[src/rtl/adc_clk_pkg.sv]
// Shared types and sizing helpers for the ADC clock lock supervisor.
//   state_e  : FSM encodings (also exported on the debug/CSR state port)
//   STATE_W  : width of the state encoding
//   RETRY_W  : width of the retry counter
//   clog2    : bit width needed to count 0 .. value-1 (minimum 1)
//   max3     : largest of three values, used to size the shared timer
package adc_clk_pkg;

    localparam int unsigned STATE_W = 3;
    localparam int unsigned RETRY_W = 4;

    typedef enum logic [STATE_W-1:0] {
        StPllRst   = 3'd0,
        StWaitLock = 3'd1,
        StStable   = 3'd2,
        StRun      = 3'd3,
        StFault    = 3'd4
    } state_e;

    function automatic int unsigned clog2(input int unsigned value);
        int unsigned result;
        result = 0;
        for (int i = 0; i < 32; i++) begin
            if ((64'd1 << i) < 64'(value)) begin
                result = unsigned'(i + 1);
            end
        end
        return (result == 0) ? 1 : result;
    endfunction

    function automatic int unsigned max3(input int unsigned a, input int unsigned b,
                                         input int unsigned c);
        int unsigned m;
        m = a;
        if (b > m) m = b;
        if (c > m) m = c;
        return m;
    endfunction

endpackage

[src/rtl/sync_bit.sv]
// N-flop single-bit synchronizer with asynchronous active-low reset to 0.
//   clk   : destination clock
//   rst_n : asynchronous active-low reset
//   d     : asynchronous input bit
//   q     : synchronized output, STAGES edges of latency
// STAGES must be at least 2.
module sync_bit #(
    parameter int unsigned STAGES = 2
) (
    input  logic clk,
    input  logic rst_n,
    input  logic d,
    output logic q
);

    logic [STAGES-1:0] sync_q;

    always_ff @(posedge clk or negedge rst_n) begin
        if (!rst_n) begin
            sync_q <= '0;
        end else begin
            sync_q <= {sync_q[STAGES-2:0], d};
        end
    end

    assign q = sync_q[STAGES-1];

endmodule

[src/rtl/adc_clk_lock_seq.sv]
// Lock supervisor and reset sequencer for the ADC clock PLL. Runs on the free-running
// reference clock, pulses the PLL reset, waits for a synchronized lock, requires a
// stable-lock window before releasing the ADC-domain reset, retries on timeout or lock
// drop, counts lock losses while running, and latches a fault after repeated failures.
//   clk              : free-running reference clock (never a PLL output)
//   rst_n            : asynchronous active-low reset
//   pll_locked_async : PLL locked flag, asynchronous to clk
//   fault_clear      : single-cycle request to leave FAULT
//   pll_rst          : active-high PLL reset
//   adc_rst_n        : active-low reset for ADC-clock-domain logic
//   clocks_ready     : high only in RUN
//   fault            : high only in FAULT
//   state            : current FSM encoding
//   retry_cnt        : failed attempts since last RUN or fault clear
//   lock_loss_cnt    : saturating count of lock losses seen in RUN
module adc_clk_lock_seq
    import adc_clk_pkg::*;
#(
    parameter int unsigned SYNC_STAGES      = 2,
    parameter int unsigned RST_PULSE_CYC    = 16,
    parameter int unsigned LOCK_TIMEOUT_CYC = 50000,
    parameter int unsigned STABLE_CYC       = 1024,
    parameter int unsigned MAX_RETRIES      = 3,
    parameter int unsigned CNT_W            = 16
) (
    input  logic               clk,
    input  logic               rst_n,
    input  logic               pll_locked_async,
    input  logic               fault_clear,
    output logic               pll_rst,
    output logic               adc_rst_n,
    output logic               clocks_ready,
    output logic               fault,
    output logic [STATE_W-1:0] state,
    output logic [RETRY_W-1:0] retry_cnt,
    output logic [CNT_W-1:0]   lock_loss_cnt
);

    localparam int unsigned TIMER_W = clog2(max3(RST_PULSE_CYC, LOCK_TIMEOUT_CYC, STABLE_CYC));

    localparam logic [TIMER_W-1:0] RstLast     = TIMER_W'(RST_PULSE_CYC - 1);
    localparam logic [TIMER_W-1:0] TimeoutLast = TIMER_W'(LOCK_TIMEOUT_CYC - 1);
    localparam logic [TIMER_W-1:0] StableLast  = TIMER_W'(STABLE_CYC - 1);
    localparam logic [RETRY_W-1:0] RetryLimit  = RETRY_W'(MAX_RETRIES);

    logic locked_s;

    sync_bit #(
        .STAGES (SYNC_STAGES)
    ) u_lock_sync (
        .clk   (clk),
        .rst_n (rst_n),
        .d     (pll_locked_async),
        .q     (locked_s)
    );

    state_e             state_q, state_d;
    logic [TIMER_W-1:0] timer_q, timer_d;
    logic [RETRY_W-1:0] retry_q, retry_d;
    logic [CNT_W-1:0]   loss_q, loss_d;
    logic               pll_rst_q, adc_rst_n_q, ready_q, fault_q;

    // Shared by WAIT_LOCK timeout and STABLE lock drop: retry until the limit, then fault.
    function automatic void fail_attempt(input logic [RETRY_W-1:0] retry_in,
                                         output state_e nxt,
                                         output logic [RETRY_W-1:0] retry_out);
        if (retry_in < RetryLimit) begin
            nxt       = StPllRst;
            retry_out = retry_in + RETRY_W'(1);
        end else begin
            nxt       = StFault;
            retry_out = retry_in;
        end
    endfunction

    always_comb begin
        state_d = state_q;
        retry_d = retry_q;
        loss_d  = loss_q;
        unique case (state_q)
            StPllRst: begin
                if (timer_q == RstLast) state_d = StWaitLock;
            end
            StWaitLock: begin
                // Lock takes priority over a coincident timeout.
                if (locked_s) begin
                    state_d = StStable;
                end else if (timer_q == TimeoutLast) begin
                    fail_attempt(retry_q, state_d, retry_d);
                end
            end
            StStable: begin
                if (!locked_s) begin
                    fail_attempt(retry_q, state_d, retry_d);
                end else if (timer_q == StableLast) begin
                    state_d = StRun;
                    retry_d = '0;
                end
            end
            StRun: begin
                if (!locked_s) begin
                    state_d = StPllRst;
                    loss_d  = (loss_q == '1) ? loss_q : loss_q + CNT_W'(1);
                end
            end
            StFault: begin
                if (fault_clear) begin
                    state_d = StPllRst;
                    retry_d = '0;
                end
            end
            default: state_d = StPllRst;
        endcase

        // Timer restarts on every state change; it only matters in the timed states.
        if (state_d != state_q) begin
            timer_d = '0;
        end else if (state_q == StPllRst || state_q == StWaitLock || state_q == StStable) begin
            timer_d = timer_q + TIMER_W'(1);
        end else begin
            timer_d = timer_q;
        end
    end

    always_ff @(posedge clk or negedge rst_n) begin
        if (!rst_n) begin
            state_q     <= StPllRst;
            timer_q     <= '0;
            retry_q     <= '0;
            loss_q      <= '0;
            pll_rst_q   <= 1'b1;
            adc_rst_n_q <= 1'b0;
            ready_q     <= 1'b0;
            fault_q     <= 1'b0;
        end else begin
            state_q     <= state_d;
            timer_q     <= timer_d;
            retry_q     <= retry_d;
            loss_q      <= loss_d;
            // Outputs decoded from next state so they move on the same edge as state.
            pll_rst_q   <= (state_d == StPllRst) || (state_d == StFault);
            adc_rst_n_q <= (state_d == StRun);
            ready_q     <= (state_d == StRun);
            fault_q     <= (state_d == StFault);
        end
    end

    assign pll_rst       = pll_rst_q;
    assign adc_rst_n     = adc_rst_n_q;
    assign clocks_ready  = ready_q;
    assign fault         = fault_q;
    assign state         = state_q;
    assign retry_cnt     = retry_q;
    assign lock_loss_cnt = loss_q;

endmodule
[config.mk]
export PLATFORM = sky130hd
export DESIGN_NAME = adc_clk_lock_seq
export DESIGN_NICKNAME = d
export VERILOG_FILES = /design/src/rtl/adc_clk_pkg.sv /design/src/rtl/sync_bit.sv /design/src/rtl/adc_clk_lock_seq.sv
export SDC_FILE = /design/constraint.sdc
export NUM_CORES = 1
export LEC_CHECK = 0
export BUFFER_PORTS_ARGS = -buffer_cell sky130_fd_sc_hd__buf_2
export CORE_MARGIN = 3
export CORE_UTILIZATION = 52
export CTS_CLUSTER_DIAMETER = 120
export DETAILED_ROUTE_END_ITERATION = 12
export GPL_ROUTABILITY_DRIVEN = 0
export GPL_TIMING_DRIVEN = 0
export PLACE_DENSITY = 0.76
export RECOVER_POWER = 100
export SETUP_SLACK_MARGIN = 0.5
export SYNTH_ARGS = -nofsm -noshare
export SYNTH_HDL_FRONTEND = slang
export SYNTH_SLANG_ARGS = --single-unit
export TNS_END_PERCENT = 5
[constraint.sdc]
create_clock -name clk -period 1.8 [get_ports clk]
set_clock_uncertainty 0.05 [all_clocks]
set_input_delay 0.45 -clock clk [delete_from_list [all_inputs] [get_ports clk]]
set_output_delay 0.45 -clock clk [all_outputs]
set_load 0.01 [all_outputs]
==> flow_summary_export.csv, run 1 <==
group,metric,value,unit
global_routing,grt_util_met1,26.1,%
synth,syn_area_per_cell,11.0,um^2
detailed_routing,postRouteAntennaNets,0,
synth,ys_ff_latch,44,
setup_path,cp-start-kind,"register",
sta,rsz0062_at_grt,"true",
detailed_routing,wl_per_cell,15.2,um
sta,tightest_slew,1.10,ns
global_routing,grt_max_degree,45,
setup_path,worst-path-max-fanout,8,
floorplan,core_area,0.00420,mm^2
synth,ys_seq_area_share,46.7,%
layout,drive_gt1_share,24.6,%
clock_tree,clkSlewWorstSetupHoldPaths,0.08,ns
detailed_routing,dr.first_iter.drc_count,142,
sta,max_freq,503,MHz
clock_tree,ctsLongestPathBuffers,2,
layout,antenna_cells,0,
run_status,violations,"setup timing",
synth,yosysTopAreaCellShare,45.6,%
worst_hold_path,hp-class,"in2reg",
floorplan,start_util,56.2,%
global_routing,grt-busiest-layer,"met2",
run_status,outcome,"complete, but fails checks",
detailed_routing,drc_errors,0,
layout,final_common_cell,"dfrtp_1",
global_routing,gr-usage-met2,30.1,%
clock_tree,tritoncts,"built",
sta,setup_slack,-0.188,ns
detailed_routing,via_count,1730,
clock_tree,clock-root-buffer,"clkbuf_8",
floorplan,fp.dieH,73.4,um
placed_design,dp_hpwl,3220,um
synth,yosysTopAreaCell,"dfrtp_1",
synth,synth.net_count,221,
placed_design,dp.cells,294,
synth,netlist_top_cells_area,"dfrtp_1, xor2_1, nor3_2, xnor2_1, nand3_1",
setup_path,regToRegSetupSlack,-0.19,ns
synth,async_flop_share,100,%
power,powerDensity,1030,mW/mm^2
setup_path,cp.arrival,2.15,ns
floorplan,pin_count,31,
global_routing,antenna_found_initial,0,
synth,synth-edff-count,0,
sta,fin_crit,1.99,ns
clock_tree,cts_num_sinks,44,
synth,synthFlopType,"dfrtp_1",
layout,final_cells,306,
layout,final_core_util,66.5,%
layout,nets,262,
clock_tree,h-tree-depth,2,
sta,setup_viol,18,
layout,fillers,325,
floorplan,rows,23,
synth,yosysWarningCount,0,
synth,netlist_instances,214,
placed_design,portBuffers,30,
power,peakVddDrop,0.470,mV
global_routing,met3_usage,5.20,%
sta,finalMaxSlewViolations,0,
detailed_routing,detail_route.first_pass.iterations,4,
detailed_routing,finalWirelength,4660,um
clock_tree,insertion_delay,0.30,ns
layout,layout_common_cells,"dfrtp_1, clkbuf_1, nand3_1, xor2_1, nand2_1",
clock_tree,cts_made_buffers,5,
job,maxCapViolations,0,
global_routing,grt_pass1_wl,7940,um
global_routing,track_usage,19.3,%
synth,syn_area,0.00236,mm^2
setup_path,required,1.97,ns
setup_path,end_kind,"register",
sta,relSlewSlack,26.8,%
layout,syn_to_final_growth,18.3,%
global_routing,grt_pass1_vias,1663,
setup_path,crit_type,"reg2reg",
power,leakage,1.27,nW
floorplan,fp.dieW,73.4,um
detailed_routing,viasPerCell,5.65,
sta,hold_violations,0,
global_routing,grt_overflow,0,
floorplan,die_area,0.00539,mm^2
sta,layout_worst_path_cycle_share,110,%
synth,synth_cell_types,48,
## cells by family after synthesis
kind of cell               share of synthesized area [%]
AOI/OAI and AO/OA                                   8.63
xor gates and xnor gates                            10.8
adders and majority gates                           1.59
buffers and inverters                               3.44
DFF                                                 46.7
muxes                                               1.75
and+or+nand+nor                                     27.2
## Yosys cell counts, types with 2 or more instances
library cell,instances
and2_1,7
buf_2,4
xor2_1,17
nor2_1,6
dfrtp_1,43
nand4_1,7
nand2b_1,4
o21ai_0,3
nor3_2,13
o21ai_1,2
nand2_1,15
inv_1,2
nand3b_1,2
a21oi_1,4
xnor2_1,12
and4_1,4
and3_1,9
mux2i_1,3
ha_1,3
nor3_1,8
nand3_1,18
buf_6,2
## registers in the layout (all words and copies together), names as in the netlist
signal / cells
clocks_ready: 1
state: 3
retry_cnt: 4
fault: 1
lock_loss_cnt: 16
u_lock_sync.sync_q: 2
pll_rst: 1
timer_q: 16
## final cells by class
| cell class | instances | area, um^2 | share of cell area (%) |
|---|---|---|---|
| plain buffers | 9 | 83.8 | 3.00 |
| clock buffers | 8 | 100 | 3.58 |
| inverters | 2 | 7.51 | 0.269 |
| multi-input cells | 159 | 1240 | 44.4 |
| flip-flops and latches | 44 | 1100 | 39.5 |
| well taps | 50 | 62.6 | 2.24 |
| repair buffers | 34 | 195 | 6.99 |
## through the flow
| stage | worst slack (ns) | setup TNS [ns] | hold WS [ns] | power [W] | area, um^2 |
|---|---|---|---|---|---|
| floorplan | -0.0552 | -0.552 | 0.104 | 0.00187 | 2360 |
| detailed placement | -0.236 | -3.39 | 0.290 | 0.00210 | 2580 |
| finish | -0.188 | -2.26 | 0.193 | 0.00289 | 2790 |
| global route | -0.276 | -4.46 | 0.182 | 0.00308 | 2790 |
| global placement | -0.225 | -3.06 | 0.285 | 0.00206 | 2580 |
| CTS | -0.192 | -2.53 | 0.189 | 0.00290 | 2780 |
## critical path: stages, from the launching register on
cell and delay (ns):
dfrtp_1 0.39, ha_2 0.19, nor3b_4 0.15, and4b_1 0.20, buf_6 0.14, a2111oi_4 0.33, nor2_4 0.13, buf_8 0.16
nor3_4 0.16
## timing repair
item,CTS,global route
gates cloned,1,0
endpoints found under the setup margin,67,69
buffers inserted,2,1
resized for setup,13,13
pin swaps,6,2
hold buffers,0,0
## final timing paths
check                                      start               endpoint  cells after the start
setup / recovery                      timer_q[0]            timer_q[14]                      8
min in group asynchronous                  rst_n      lock_loss_cnt[15]                      1
setup reg to reg                      timer_q[0]            timer_q[14]                      8
hold reg to reg            u_lock_sync.sync_q[0]  u_lock_sync.sync_q[1]                      0
max in group asynchronous                  rst_n               state[0]                      1
hold / removal                  pll_locked_async  u_lock_sync.sync_q[0]                      1
## layer usage
metal	vias up	part of all wire [%]
met5	-	0
met4	0	1.4
met3	6	4.3
met2	37	48
met1	841	46
li1	846	-
## power by group
group	total [W]	leakage [nW]	internal [W]	switching [W]
sequential	0.00123	0.590	0.00111	0.000127
clock	0.000673	0.0515	0.000350	0.000323
combinational	0.000984	0.631	0.000451	0.000534
(Power assumes the default switching activity.)
==> run 2, diff against run 1 <==
--- a/config.mk
+++ b/config.mk
@@ -14,7 +14,7 @@
 export GPL_TIMING_DRIVEN = 0
 export PLACE_DENSITY = 0.76
 export RECOVER_POWER = 100
-export SETUP_SLACK_MARGIN = 0.5
+export SETUP_SLACK_MARGIN = 0.15
 export SYNTH_ARGS = -nofsm -noshare
 export SYNTH_HDL_FRONTEND = slang
 export SYNTH_SLANG_ARGS = --single-unit
==> flow_summary_export.csv, run 2 (synthesized netlist as in run 1, its figures left out) <==
group,metric,value,unit
global_routing,grt_overflow,0,
floorplan,die_area,0.00539,mm^2
sta,setup_viol,18,
clock_tree,insertion_delay,0.30,ns
detailed_routing,postRouteAntennaNets,0,
setup_path,crit_type,"reg2reg",
detailed_routing,detail_route.first_pass.iterations,4,
placed_design,dp_hpwl,3220,um
floorplan,core_area,0.00420,mm^2
layout,final_cell_area,0.00281,mm^2
setup_path,regToRegSetupSlack,-0.18,ns
global_routing,track_usage,19.2,%
sta,layout_worst_path_cycle_share,110,%
detailed_routing,viasPerCell,5.60,
placed_design,portBuffers,30,
detailed_routing,drc_errors,0,
sta,max_freq,504,MHz
setup_path,end_kind,"register",
global_routing,grt_pass1_wl,7890,um
run_status,violations,"setup timing",
clock_tree,ctsLongestPathBuffers,2,
worst_hold_path,hp-class,"in2reg",
setup_path,worst-path-max-fanout,8,
detailed_routing,wl_per_cell,15.1,um
floorplan,start_util,56.2,%
sta,fin_crit,1.98,ns
detailed_routing,finalWirelength,4610,um
sta,finalMaxSlewViolations,0,
sta,setup_slack,-0.182,ns
floorplan,fp.dieW,73.4,um
power,leakage,1.27,nW
sta,relSlewSlack,28.4,%
global_routing,antenna_found_initial,0,
clock_tree,h-tree-depth,2,
layout,nets,262,
setup_path,cp.arrival,2.15,ns
layout,antenna_cells,0,
power,powerDensity,1030,mW/mm^2
setup_path,required,1.97,ns
layout,fillers,321,
global_routing,grt_max_degree,45,
job,maxCapViolations,0,
clock_tree,tritoncts,"built",
layout,final_common_cell,"dfrtp_1",
sta,hold_violations,0,
run_status,outcome,"complete, but fails checks",
detailed_routing,via_count,1714,
global_routing,grt_pass1_vias,1663,
floorplan,pin_count,31,
floorplan,rows,23,
clock_tree,clkSlewWorstSetupHoldPaths,0.08,ns
layout,syn_to_final_growth,18.9,%
placed_design,pre_cts_ws,-0.236,ns
placed_design,place_area,0.00258,mm^2
layout,layout_common_cells,"dfrtp_1, clkbuf_1, nand3_1, xor2_1, nand2_1",
sta,tightest_slew,1.07,ns
layout,drive_gt1_share,28.5,%
detailed_routing,dr.first_iter.drc_count,124,
setup_path,cp-start-kind,"register",
clock_tree,clock-root-buffer,"clkbuf_8",
sta,rsz0062_at_grt,"true",
power,peakVddDrop,0.468,mV
clock_tree,cts_made_buffers,5,
floorplan,fp.dieH,73.4,um
clock_tree,cts_num_sinks,44,
==> run 2: cell counts in the layout (fill, tap and decap cells not counted) <==
Identical to the previous run, type by type.
==> run 2: final cells by class <==
cell class / instances / area [um^2] / area share, %
multi-input combinational: 159 / 1260 / 45.0
inverter: 2 / 7.51 / 0.267
buffer: 9 / 87.6 / 3.12
timing repair buffer: 34 / 180 / 6.42
tap: 50 / 62.6 / 2.23
clock buffer: 8 / 100 / 3.57
sequential: 44 / 1110 / 39.4
==> run 2: path summary, 6_finish.rpt <==
path / start / endpoint / cells past startpoint
worst max-delay path: timer_q[0] / timer_q[1] / 8
worst min-delay path: pll_locked_async / u_lock_sync.sync_q[0] / 1
worst max register to register: timer_q[0] / timer_q[1] / 8
worst min register to register: u_lock_sync.sync_q[0] / u_lock_sync.sync_q[1] / 0
max in group asynchronous: rst_n / timer_q[4] / 1
min in group asynchronous: rst_n / lock_loss_cnt[4] / 1
==> run 2: layer usage <==
metal | global-route usage, % | wire length (um) | vias up
met5 | 0 | 0 | -
met4 | 6.44 | 65 | 0
met3 | 5.20 | 207 | 6
met2 | 30.1 | 2220 | 32
met1 | 25.9 | 2120 | 829
li1 | - | - | 847
==> run 2: worst max-delay path, stage by stage (launching register included) <==
cell	delay [ns]
dfrtp_1	0.39
ha_2	0.19
nor3b_4	0.15
and4b_1	0.20
buf_6	0.14
a2111oi_4	0.33
nor2_4	0.12
clkbuf_16	0.18
nor3_2	0.15
==> run 2: report_power, final <==
group	switching (W)	internal, W
combinational	0.000527	0.000458
sequential	0.000130	0.00111
clock	0.000318	0.000350
==> run 2: what timing repair did <==
action                                  4_1_cts  5_1_grt
endpoints found under the setup margin       36       41
buffers inserted                              2        1
hold buffers                                  0        0
pin swaps                                     5        9
cloned                                        1        0
gates resized for setup                       8       28
==> run 2: per-stage QoR <==
| step | total power (W) | hold WS [ns] | util [%] | instances | TNS (ns) |
|---|---|---|---|---|---|
| 5_1_grt | 0.00308 | 0.184 | 66.8 | 306 | -3.94 |
| 3_3_place_gp | 0.00206 | 0.285 | 61.3 | 294 | -3.06 |
| 3_5_place_dp | 0.00210 | 0.290 | 61.3 | 294 | -3.39 |
| 4_1_cts | 0.00289 | 0.189 | 65.7 | 305 | -2.52 |
| 6_report | 0.00289 | 0.196 | 66.8 | 306 | -2.07 |
| 2_1_floorplan | 0.00187 | 0.104 | - | 214 | -0.552 |
